File: config.mk
export PLATFORM = sky130hd
export DESIGN_NAME = jb_predict_resolve
export DESIGN_NICKNAME = d
export VERILOG_FILES = /design/src/rtl/jb_predict_resolve.sv
export SDC_FILE = /design/constraint.sdc
export NUM_CORES = 1
export LEC_CHECK = 0
export ABC_CLOCK_PERIOD_IN_PS = 10100
export BUFFER_PORTS_ARGS = -buffer_cell sky130_fd_sc_hd__buf_2
export CORE_UTILIZATION = 35
export CTS_BUF_LIST = sky130_fd_sc_hd__clkbuf_4 sky130_fd_sc_hd__clkbuf_8
export DETAILED_ROUTE_END_ITERATION = 10
export MAX_ROUTING_LAYER = met4
export PLACE_DENSITY = 0.5
export SYNTH_ARGS = -nofsm -noshare
export SYNTH_HDL_FRONTEND = slang
export SYNTH_SLANG_ARGS = --single-unit
File: constraint.sdc
create_clock -name clk -period 10.1 [get_ports clk]
set_input_delay 2.02 -clock clk [delete_from_list [all_inputs] [get_ports clk]]
set_output_delay 2.02 -clock clk [all_outputs]
set_load 0.1 [all_outputs]
File: src/rtl/jb_predict_resolve.sv
// Decode-stage jump/branch unit: direct-mapped BTB with 2-bit counters, ID-stage
// resolution, mispredict redirect and load-use stall. Optional counters: JB_STATS_EN.
module jb_predict_resolve #(
  parameter int XLEN         = 32,
  parameter int BTB_IDX_BITS = 4,
  parameter int TAG_BITS     = 8
) (
  input  logic            clk,
  input  logic            rst_n,
  input  logic [XLEN-1:0] if_pc,
  output logic            if_pred_taken,
  output logic [XLEN-1:0] if_pred_target,
  input  logic            id_valid,
  input  logic [XLEN-1:0] id_pc,
  input  logic            id_pred_taken,
  input  logic [XLEN-1:0] id_pred_target,
  input  logic [1:0]      jb_sel,
  input  logic [2:0]      cmpop,
  input  logic [4:0]      id_rs1,
  input  logic [4:0]      id_rs2,
  input  logic [XLEN-1:0] rs1_val,
  input  logic [XLEN-1:0] rs2_val,
  input  logic [XLEN-1:0] b_imm,
  input  logic [XLEN-1:0] j_imm,
  input  logic [XLEN-1:0] i_imm,
  input  logic            ex_load_valid,
  input  logic [4:0]      ex_load_rd,
`ifdef JB_STATS_EN
  output logic [31:0]     stat_resolved,
  output logic [31:0]     stat_mispredict,
`endif
  output logic            stall,
  output logic            pc_mux_sel,
  output logic [XLEN-1:0] redirect_pc,
  output logic            flush
);

  localparam int ENTRIES = 1 << BTB_IDX_BITS;
  localparam int TAG_LO  = BTB_IDX_BITS + 2;
  localparam int TAG_HI  = BTB_IDX_BITS + TAG_BITS + 1;

  localparam logic [1:0] SEL_BRANCH = 2'b00;
  localparam logic [1:0] SEL_JAL    = 2'b01;
  localparam logic [1:0] SEL_JALR   = 2'b10;
  localparam logic [1:0] SEL_NONE   = 2'b11;

  logic                valid_reg  [ENTRIES];
  logic [TAG_BITS-1:0] tag_reg    [ENTRIES];
  logic [XLEN-1:0]     target_reg [ENTRIES];
  logic [1:0]          ctr_reg    [ENTRIES];

  logic [BTB_IDX_BITS-1:0] if_idx, id_idx;
  logic [TAG_BITS-1:0]     if_tag, id_tag;
  logic                    if_hit, id_hit, lookup_taken;

  assign if_idx = if_pc[TAG_LO-1:2];
  assign if_tag = if_pc[TAG_HI:TAG_LO];
  assign id_idx = id_pc[TAG_LO-1:2];
  assign id_tag = id_pc[TAG_HI:TAG_LO];

  // Lookup reads the arrays before any same-cycle update lands.
  assign if_hit       = valid_reg[if_idx] && (tag_reg[if_idx] == if_tag);
  assign lookup_taken = if_hit && ctr_reg[if_idx][1];
  assign id_hit       = valid_reg[id_idx] && (tag_reg[id_idx] == id_tag);

  logic stall_raw, resolve, br_taken, taken, mispredict;
  logic [XLEN-1:0] target, next_pc;

  always_comb begin
    stall_raw = 1'b0;
    if (id_valid && ex_load_valid && (ex_load_rd != 5'd0) && (jb_sel != SEL_NONE))
      stall_raw = (ex_load_rd == id_rs1) ||
                  ((ex_load_rd == id_rs2) && (jb_sel == SEL_BRANCH));
  end

  assign resolve = id_valid && !stall_raw && (jb_sel != SEL_NONE);

  always_comb begin
    br_taken = 1'b0;
    case (cmpop)
      3'b000:  br_taken = (rs1_val == rs2_val);
      3'b001:  br_taken = (rs1_val != rs2_val);
      3'b100:  br_taken = ($signed(rs1_val) <  $signed(rs2_val));
      3'b101:  br_taken = ($signed(rs1_val) >= $signed(rs2_val));
      3'b110:  br_taken = (rs1_val <  rs2_val);
      3'b111:  br_taken = (rs1_val >= rs2_val);
      default: br_taken = 1'b0;
    endcase
  end

  always_comb begin
    taken  = 1'b0;
    target = '0;
    case (jb_sel)
      SEL_BRANCH: begin
        taken  = br_taken;
        target = id_pc + b_imm;
      end
      SEL_JAL: begin
        taken  = 1'b1;
        target = id_pc + j_imm;
      end
      SEL_JALR: begin
        taken  = 1'b1;
        target = (rs1_val + i_imm) & ~XLEN'(1);
      end
      default: begin
        taken  = 1'b0;
        target = '0;
      end
    endcase
  end

  assign next_pc    = taken ? target : (id_pc + XLEN'(4));
  assign mispredict = resolve &&
                      ((taken != id_pred_taken) || (taken && (target != id_pred_target)));

  assign if_pred_taken  = rst_n && lookup_taken;
  assign if_pred_target = (rst_n && lookup_taken) ? target_reg[if_idx] : '0;
  assign stall          = rst_n && stall_raw;
  assign pc_mux_sel     = rst_n && mispredict;
  assign flush          = rst_n && mispredict;
  assign redirect_pc    = (rst_n && mispredict) ? next_pc : '0;

  always_ff @(posedge clk) begin
    if (!rst_n) begin
      for (int i = 0; i < ENTRIES; i++) valid_reg[i] <= 1'b0;
    end else if (resolve && !id_hit && taken) begin
      valid_reg[id_idx] <= 1'b1;
    end
  end

  // Payload fields are only meaningful behind a valid bit, so they carry no reset.
  always_ff @(posedge clk) begin
    if (rst_n && resolve) begin
      if (id_hit) begin
        if (taken) begin
          ctr_reg[id_idx]    <= (ctr_reg[id_idx] == 2'd3) ? 2'd3 : ctr_reg[id_idx] + 2'd1;
          target_reg[id_idx] <= target;
        end else begin
          ctr_reg[id_idx] <= (ctr_reg[id_idx] == 2'd0) ? 2'd0 : ctr_reg[id_idx] - 2'd1;
        end
      end else if (taken) begin
        tag_reg[id_idx]    <= id_tag;
        target_reg[id_idx] <= target;
        ctr_reg[id_idx]    <= 2'd2;
      end
    end
  end

`ifdef JB_STATS_EN
  logic [31:0] resolved_reg, mispredict_reg;

  always_ff @(posedge clk) begin
    if (!rst_n) begin
      resolved_reg   <= '0;
      mispredict_reg <= '0;
    end else begin
      if (resolve && (resolved_reg != 32'hFFFF_FFFF))
        resolved_reg <= resolved_reg + 32'd1;
      if (mispredict && (mispredict_reg != 32'hFFFF_FFFF))
        mispredict_reg <= mispredict_reg + 32'd1;
    end
  end

  assign stat_resolved   = rst_n ? resolved_reg   : '0;
  assign stat_mispredict = rst_n ? mispredict_reg : '0;
`endif

  logic unused_pc_bits;
  assign unused_pc_bits = &{1'b0, if_pc[1:0], id_pc[1:0], if_pc[XLEN-1:TAG_HI+1],
                            id_pc[XLEN-1:TAG_HI+1]};

endmodule

# Word level (Yosys, flattened, before mapping)
# Memories as Yosys holds them, arrays and structs flattened.
# Cells that the tools add are included.
[classes]
n_addsub = 6
n_lt_le_gt_ge = 4
eq_ne = 17
mux = 30
bitwise = 3
n_reduce_logical = 27
[ops]
columns = ["operator", "count"]
rows = [
  ["$mux W32", 4],
  ["$add A32 B32 Y32", 3],
  ["$pmux W32 S3", 1],
  ["$ge A32 B32 Y1", 2],
  ["$lt A32 B32 Y1", 2],
  ["$ne A32 B32 Y1", 2],
  ["$add A32 B3 Y32 const B", 1],
  ["$eq A32 B32 Y1", 1],
  ["$mux W1", 18],
  ["$logic_and A1 B1 Y1", 17],
  ["$eq A8 B8 Y1", 2],
  ["$eq A3 B3 Y1 const B", 4],
  ["$eq A5 B5 Y1", 2],
  ["$mux W2", 4],
  ["$pmux W1 S6", 1],
  ["$reduce_bool A5 Y1", 1],
  ["$eq A2 B2 Y1 const B", 2],
  ["$logic_not A2 Y1", 2],
  ["$mux W4", 1],
  ["$eq A3 B1 Y1 const B", 1],
  ["$logic_not A3 Y1", 1],
  ["$or A1 B1 Y1", 3],
  ["$add A2 B1 Y2 const B", 1],
  ["$eq A2 B1 Y1 const B", 1],
  ["8 further kinds", 10],
]
[word_totals]
regBits = 0
ram_bits = 688
input_bits = 281
out_inout_bits = 68
mem_count = 4
[memory_table]
columns = ["name", "words", "width", "rd", "rd_clocked_by_memory_dff", "write_ports", "line", "source"]
rows = [
  ["target_reg", 16, 32, 1, 0, 1, "49", "logic [XLEN-1:0] target_reg [ENTRIES];"],
  ["tag_reg", 16, 8, 2, 0, 1, "48", "logic [TAG_BITS-1:0] tag_reg [ENTRIES];"],
  ["ctr_reg", 16, 2, 2, 0, 1, "50", "logic [1:0] ctr_reg [ENTRIES];"],
  ["valid_reg", 16, 1, 2, 0, 16, "47", "logic valid_reg [ENTRIES];"],
]

# Depth between registers and ports, before layout
# Gate-level depths: netlist of the first run.
[logic_depth]
ltp_word = 14
ltp_mapped = 19

# Worst setup path before layout of the first run
# Ideal clock, no wire load.
[synth_timing]
path_type = "input port to output port"
start = "input jb_sel[1]"
end = "output redirect_pc[28]"
t_arrival_ns = 9.111
required_ns = 8.080
setup_slack_ns = -1.031
path_stages = 18
n_path_buf = 3
cell_sequence = "inv_1 > ha_1 > buf_2 > buf_1 > mux2_2 > ha_1 > buf_2 > nand4_1 > a211oi_1 > nor3_2 > o41ai_1 > a31oi_1 > xor2_1 > o22ai_1 > xnor2_1 > nand3_1 > a2111oi_4 > nor4b_1"
[synth_between]
elab_cells_between_ends = 22
cone_classes = "eq/ne (5); mux (5); reduce/logical (12)"
[synth_lines]
columns = ["item", "line", "source"]
rows = [
  ["from (decl)", "17", "input logic [1:0] jb_sel,"],
  ["$eq A2 B2 Y1, or another cell as far along", "94", "case (jb_sel)"],
  ["$pmux W32 S3 *", "94", ""],
  ["named net target[30]", "67", "logic [XLEN-1:0] target, next_pc;"],
  ["$ne A32 B32 Y1 *", "116", "((taken != id_pred_taken) || (taken && (target != id_pred_target)));"],
  ["$logic_and A1 B1 Y1 *", "116", ""],
  ["$logic_or A1 B1 Y1 *", "116", ""],
  ["$logic_and A1 B1 Y1 *", "115", "assign mispredict = resolve &&"],
  ["$logic_and A1 B1 Y1 *", "123", "assign redirect_pc = (rst_n && mispredict) ? next_pc : '0;"],
  ["$mux W32 *", "123", ""],
  ["to (decl)", "34", "output logic [XLEN-1:0] redirect_pc,"],
]
# The timed path passes the listed nets; every way through them passes the cells marked *.

# Final worst setup path of the first run
[layout_timing]
start = "input jb_sel[1]"
end = "output redirect_pc[3]"
[layout_between]
elab_chain_len = 10
elab_cells_between_ends = 22
cone_classes = "eq/ne (5); mux (5); reduce/logical (12)"
[layout_rtl]
columns = ["item", "line"]
rows = [
  ["parallel branches: the longest is 9 deep, another holds $pmux W32 S3", "--"],
  ["$mux W32 *", "123"],
]
# Mark *: on every way between the ends.

==> impl_metrics.yaml, run 1 <==
route:
  wl_per_cell_um: 28.6
  vias: 23000
  drc: 0
  routed_wl_um: 116000
  drt-vias-per-instance: 5.64
  ant_nets: 0
  dr.pass1.iters: 5
  drtIter0Drc: 1942
placed_design:
  io_buffers: 328
  dp_hpwl_um: 79400
  dpl_cell_area_um2: 38600
  place_congestion: 0.970
  place_inst: 3846
worst_setup_path:
  worst-setup-path-type: "in -> out"
  crit_chain: "buf_2 -> inv_1 -> ha_2 -> buf_4 -> mux2_2 -> ha_1 -> a21oi_1 -> o221ai_1 -> a21oi_1 -> nor2_1 -> a211oi_1 -> xnor2_1 -> o21a_1 -> a2111o_1 -> or4_4 -> a2111oi_4 -> buf_12 -> and3b_1 -> buf_2"
  rr_worst_depth: 7
  cp.required_ns: 8.08
  cp_top_family: "compound AO/OA/AOI/OAI gates"
  crit_buf_inv: 5
  end_kind: "primary output"
  slowest_stage: "or4_4"
  crit_path_start_kind: "input pin"
  path_max_fanout: 15
  crit_arrival_ns: 7.81
  path_depth: 19
  cpPeakStageDelay_ns: 0.54
synth:
  synth_fp_nets: 2666
  syn_area_um2: 35200
  async_flop_share_pct: 0
  yosysUniqueCellTypes: 91
  synthFlopType: "edfxtp_1"
  synthCells: 2275
  synth-edff-count: 672
  avgSynthCellArea_um2: 15.5
  seq_area_frac_synth_pct: 58.3
  yosysWarnings: 0
  ys_seq_elements: 688
timing:
  min_period_ns: 9.83
  tightest_slew_ns: 1.34
  skew_ns: 0.0582
  slew_viol_final: 0
  whs_ns: 0.482
  finalSetupViolations: 0
  tns_ns: 0
  max-slew-margin-rel_pct: 10.6
  fmax_ghz: 0.102
  rsz0062_at_grt: "no"
  period_share_pct: 97.4
  hold_violations: 0
pwr:
  cellLeakagePower_nw: 13.9
  ir_drop_mv: 0.0985
  power.total_mw: 6.91
  p_per_area_nw_per_um2: 169
final_layout:
  final_cell_mix: "edfxtp_1 (672), buf_2 (325), mux4_2 (256)"
  nNetsFinal: 3063
  final_cell_area_um2: 41000
  layout_commonest_cell: "edfxtp_1"
  largest_reg_flops: 512
  syn_to_final_growth_pct: 16.6
  drive_above_1_share_pct: 33.7
  final_cell_count_no_fill: 4072
  fillerInstances: 9137
min_path:
  whs_path_depth: 1
  worstHoldPathType: "reg -> reg"
cts:
  post_cts_buffers: 0
  cts.hold.buffers_added: 0
  ctsResizeCount: 0
  numCtsBuffers: 111
  htreeDepth: 3
  cts_buffer_depth: 3
  cts_sinks: 688
  clk_latency_ns: 0.75
  clock-root-buffer: "clkbuf_8"
  clk_pin_slew_ns: 0.05
  cts_tree: "done"
die:
  rows: 115
  io-pin-count: 349
  die_area_um2: 102000
  die_y_um: 319
  coreArea_um2: 99000
  chipWidth_um: 319
  start_util_pct: 35.5
grt:
  grt_pass1_wl_um: 167000
  grt_pass1_vias: 24000
  grt_util_all_layers_pct: 23.5
  grt_overflow: 0
  grt_antenna_before_repair: 33
  grt_max_degree: 98
job:
  maxCapViolCount: 0
run_status:
  status: "completed"
## final timing paths
kind | end | from | slack [ns]
max | redirect_pc[3] | jb_sel[1] | 0.27
min | valid_reg[12]$_DFF_P_ | valid_reg[12]$_DFF_P_ | 0.48
max reg2reg | tag_reg[10][7]$_DFFE_PP_ | tag_reg[15][6]$_DFFE_PP_ | 6.27
min reg2reg | valid_reg[12]$_DFF_P_ | valid_reg[12]$_DFF_P_ | 0.48
## kinds of logic after synthesis
group	after synthesis	share of synthesized area [%]
and+or+nand+nor	505	7.80
muxes	294	17.6
AOI/OAI and AO/OA	367	7.08
adders and majority gates	111	3.99
xor gates and xnor gates	122	3.06
DFF	688	58.3
buffers and inverters	188	2.17
## where the power goes
group	internal [mW]	leakage, nW	switching (mW)	total [mW]
Combinational	0.384	7.06	0.710	1.09
Sequential	3.24	5.57	0.00598	3.25
Clock	1.44	1.24	1.13	2.57
Total	5.06	13.9	1.85	6.91
## cell usage after synthesis, types with 5 or more instances
| cell type | n | area share, % |
|---|---|---|
| nor3_1 | 18 | 0.26 |
| or3_1 | 12 | 0.21 |
| a22oi_1 | 15 | 0.32 |
| a21oi_1 | 91 | 1.3 |
| o21a_1 | 17 | 0.36 |
| dfxtp_1 | 16 | 0.91 |
| or4_1 | 5 | 0.11 |
| a311oi_1 | 7 | 0.17 |
| o31ai_1 | 10 | 0.21 |
| nor3b_2 | 15 | 0.53 |
| a221o_1 | 6 | 0.17 |
| nor2b_1 | 42 | 0.75 |
| ha_1 | 108 | 3.8 |
| a31oi_1 | 29 | 0.52 |
| nor4_1 | 5 | 0.089 |
| a211o_1 | 5 | 0.12 |
| buf_2 | 6 | 0.085 |
| clkbuf_1 | 89 | 0.95 |
| nor2_1 | 98 | 1.0 |
| a211oi_1 | 13 | 0.28 |
| inv_1 | 63 | 0.67 |
| buf_1 | 22 | 0.23 |
| nand2b_1 | 6 | 0.11 |
| a21o_1 | 32 | 0.68 |
| o22ai_1 | 15 | 0.27 |
| xnor2_1 | 69 | 1.7 |
| and3_1 | 59 | 1.0 |
| and3b_1 | 5 | 0.12 |
| nor3b_1 | 6 | 0.13 |
| mux4_2 | 256 | 16 |
| mux2_2 | 32 | 1.0 |
| o211ai_1 | 7 | 0.15 |
| mux2i_1 | 6 | 0.17 |
| edfxtp_1 | 672 | 57 |
| xor2_1 | 52 | 1.3 |
| nand2_1 | 114 | 1.2 |
| or2_2 | 5 | 0.089 |
| o21ai_0 | 65 | 0.93 |
| and4_1 | 6 | 0.15 |
| nand4_1 | 43 | 0.77 |
| nand3_1 | 28 | 0.40 |
| and2_1 | 25 | 0.44 |
## per-layer routing
| layer | track usage (%) | share of wire (%) | wire length, um |
|---|---|---|---|
| met4 | 7.19 | 2.9 | 3380 |
| met3 | 3.71 | 5.5 | 6360 |
| met5 | - | 0 | 0 |
| met1 | 28.6 | 41 | 47500 |
| met2 | 40.0 | 51 | 59100 |
## through the flow
| step | worst slack, ns | util, % |
|---|---|---|
| after floorplan | 0.234 | - |
| after global placement | 0.331 | 39.0 |
| final | 0.267 | 41.4 |
| after detailed placement | 0.307 | 39.0 |
| after CTS | 0.292 | 41.4 |
| after global routing | 0.000276 | 41.4 |
## layout make-up
class                      count  area [um2]  share of cell area, %
tap                         1287        1610                   3.93
multi-input combinational   1399       13900                   34.0
sequential                   688       20500                   50.0
antenna                       22        55.1                  0.134
timing repair buffer         409        2290                   5.59
clock buffer                 142        1770                   4.31
clock inverter                62         599                   1.46
inverter                      63         236                  0.577
Note: power is estimated with default switching activity, not from simulation.
==> run 2: changes to the inputs <==
--- a/config.mk
+++ b/config.mk
@@ -10,7 +10,6 @@
 export CORE_UTILIZATION = 35
 export CTS_BUF_LIST = sky130_fd_sc_hd__clkbuf_4 sky130_fd_sc_hd__clkbuf_8
 export DETAILED_ROUTE_END_ITERATION = 10
-export MAX_ROUTING_LAYER = met4
 export PLACE_DENSITY = 0.5
 export SYNTH_ARGS = -nofsm -noshare
 export SYNTH_HDL_FRONTEND = slang
==> constraint.sdc (replaced) <==
create_clock -name clk -period 10.1 [get_ports clk]
set_input_delay 2.525 -clock clk [delete_from_list [all_inputs] [get_ports clk]]
set_output_delay 2.525 -clock clk [all_outputs]
set_load 0.1 [all_outputs]
==> run 2 against run 1 <==
Against the previous run: clock power fell by 8.6%; non-clock buffer count rose by 113; first-iteration DRC count fell by 2.8%; worst hold slack improved by 0.0039 ns; setup slack got worse by 0.17 ns; sequential share of layout area fell by 1.6 points; sequential power barely moved; power fell by 1.2%; combinational power rose by 13%; wire length rose by 0.32%; utilization rose by 1.4 points.
==> impl_metrics.yaml, run 2 (synthesis results as in run 1) <==
run_status:
  status: "completed"
cts:
  clk_pin_slew_ns: 0.06
  cts_buffer_depth: 3
  clk_latency_ns: 0.75
  cts_tree: "done"
  cts_sinks: 688
  clock-root-buffer: "clkbuf_8"
  numCtsBuffers: 111
  htreeDepth: 3
worst_setup_path:
  r2r_start: "tag_reg[7][5]$_DFFE_PP_"
  rr_worst_depth: 7
  cp-startpoint: "jb_sel[1]"
  crit_arrival_ns: 7.47
  end_kind: "primary output"
  worst-setup-path-type: "in -> out"
  path_max_fanout: 6
  cp.required_ns: 7.58
  crit_path_start_kind: "input pin"
final_layout:
  layout_commonest_cell: "edfxtp_1"
  syn_to_final_growth_pct: 20.5
  drive_above_1_share_pct: 38.1
  largest_reg_flops: 512
  final_cell_mix: "edfxtp_1 (672), buf_2 (298), mux4_2 (256)"
  fin_util_pct: 42.8
  fillerInstances: 9012
  nNetsFinal: 3176
  multi_input_area_um2: 14400
  seq_area_um2: 20500
route:
  ant_nets: 0
  dr.pass1.iters: 7
  routed_wl_um: 117000
  wl_per_cell_um: 28.0
  drtIter0Drc: 1888
  vias: 23500
  drt-vias-per-instance: 5.64
  drc: 0
timing:
  fmax_ghz: 0.100
  slew_viol_final: 0
  hold_violations: 0
  finalSetupViolations: 0
  fin_ws_ns: 0.100
  period_share_pct: 99.0
  max-slew-margin-rel_pct: 19.9
  whs_ns: 0.486
  skew_ns: 0.0583
  min_period_ns: 10.0
  tightest_slew_ns: 1.20
grt:
  grt_util_all_layers_pct: 22.7
  grt_overflow: 0
  grt_antenna_before_repair: 17
  grt_pass1_vias: 24600
  grt_max_degree: 147
  grt_pass1_wl_um: 167000
  grt_util_met3_pct: 3.73
  grt_util_met2_pct: 39.0
  met1_usage_pct: 28.9
  grt-busiest-layer: "met2"
die:
  die_y_um: 319
  start_util_pct: 35.5
  coreArea_um2: 99000
  rows: 115
  die_area_um2: 102000
  io-pin-count: 349
  chipWidth_um: 319
job:
  maxCapViolCount: 0
pwr:
  p_per_area_nw_per_um2: 161
  cellLeakagePower_nw: 14.4
  ir_drop_mv: 0.115
min_path:
  hold_path.startpoint: "valid_reg[1]$_DFF_P_"
  worstHoldPathType: "reg -> reg"
  whs_path_depth: 1
placed_design:
  place_congestion: 0.949
  place_ws_ns: -0.305
  io_buffers: 328
  dp_hpwl_um: 81700
## run 2: changes by cell type in the layout (fill, tap and decap cells not counted), sizes merged
cell      previous run  this run
buf                409       522
bufinv              11         2
clkbuf             142       147
clkinvlp             1         3
diode               22         3
## run 2: routing by layer
layer,wire length (um),vias up,share of wire [%]
met4,4090,24,3.5
met2,57900,888,50
met1,47500,12100,41
met3,7020,202,6.0
li1,-,10200,-
met5,166,-,0.14
## run 2: where the power goes
part | switching, mW | internal [mW] | leakage [nW] | total (mW)
registers | 0.00594 | 3.24 | 5.57 | 3.25
clock network | 1.13 | 1.22 | 1.13 | 2.35
logic | 0.755 | 0.473 | 7.73 | 1.23
total | 1.89 | 4.94 | 14.4 | 6.82
## run 2: through the flow
| stage | instances | setup TNS, ns | power [mW] | area (um2) |
|---|---|---|---|---|
| global placement | 3954 | -7.35 | 4.47 | 39600 |
| finish | 4164 | 0 | 6.82 | 42400 |
| CTS | 4157 | 0 | 6.85 | 42000 |
| floorplan | 2275 | 0 | 3.98 | 35300 |
| detailed placement | 3954 | -7.92 | 4.49 | 39600 |
| global route | 4162 | -0.0590 | 7.07 | 42400 |
## run 2: worst max-delay path, cell delays in order
cell and delay, ns:
buf_2 0.11, inv_2 0.07, ha_4 0.17, buf_12 0.14, mux2_4 0.35, ha_4 0.24
a21o_1 0.21, a221oi_4 0.31, buf_4 0.16, buf_4 0.11, o21ai_0 0.10, xor2_1 0.17
a22oi_2 0.30, mux4_2 0.54, nor2_1 0.25, buf_4 0.17, nor3_2 0.06, nand4_1 0.16
a2111oi_4 0.07, buf_4 0.17, buf_12 0.15, buf_12 0.15, nor3b_4 0.46, buf_8 0.27
## run 2: what timing repair did
item                       in CTS  in global routing
buffers inserted                1                  3
pin swaps                       4                 21
cloned                          0                  0
setup endpoints to repair      34                 34
hold buffers                    0                  0
gates resized for setup        57                 67
## run 2: path summary, 6_finish.rpt
path | to | slack, ns
worst min-delay path | valid_reg[1]$_DFF_P_ | 0.49
worst max-delay path | redirect_pc[5] | 0.10
worst min register to register | valid_reg[1]$_DFF_P_ | 0.49
worst max register to register | ctr_reg[0][0]$_DFFE_PP_ | 5.94
## run 2: area by class of cell
class	instances	area share, %
Sequential cell	688	48.4
Multi-Input combinational cell	1399	34.0
Timing Repair Buffer	522	8.08
Clock buffer	147	4.24
Tap cell	1287	3.80
Clock inverter	55	0.868
Inverter	63	0.558
Antenna cell	3	0.0177
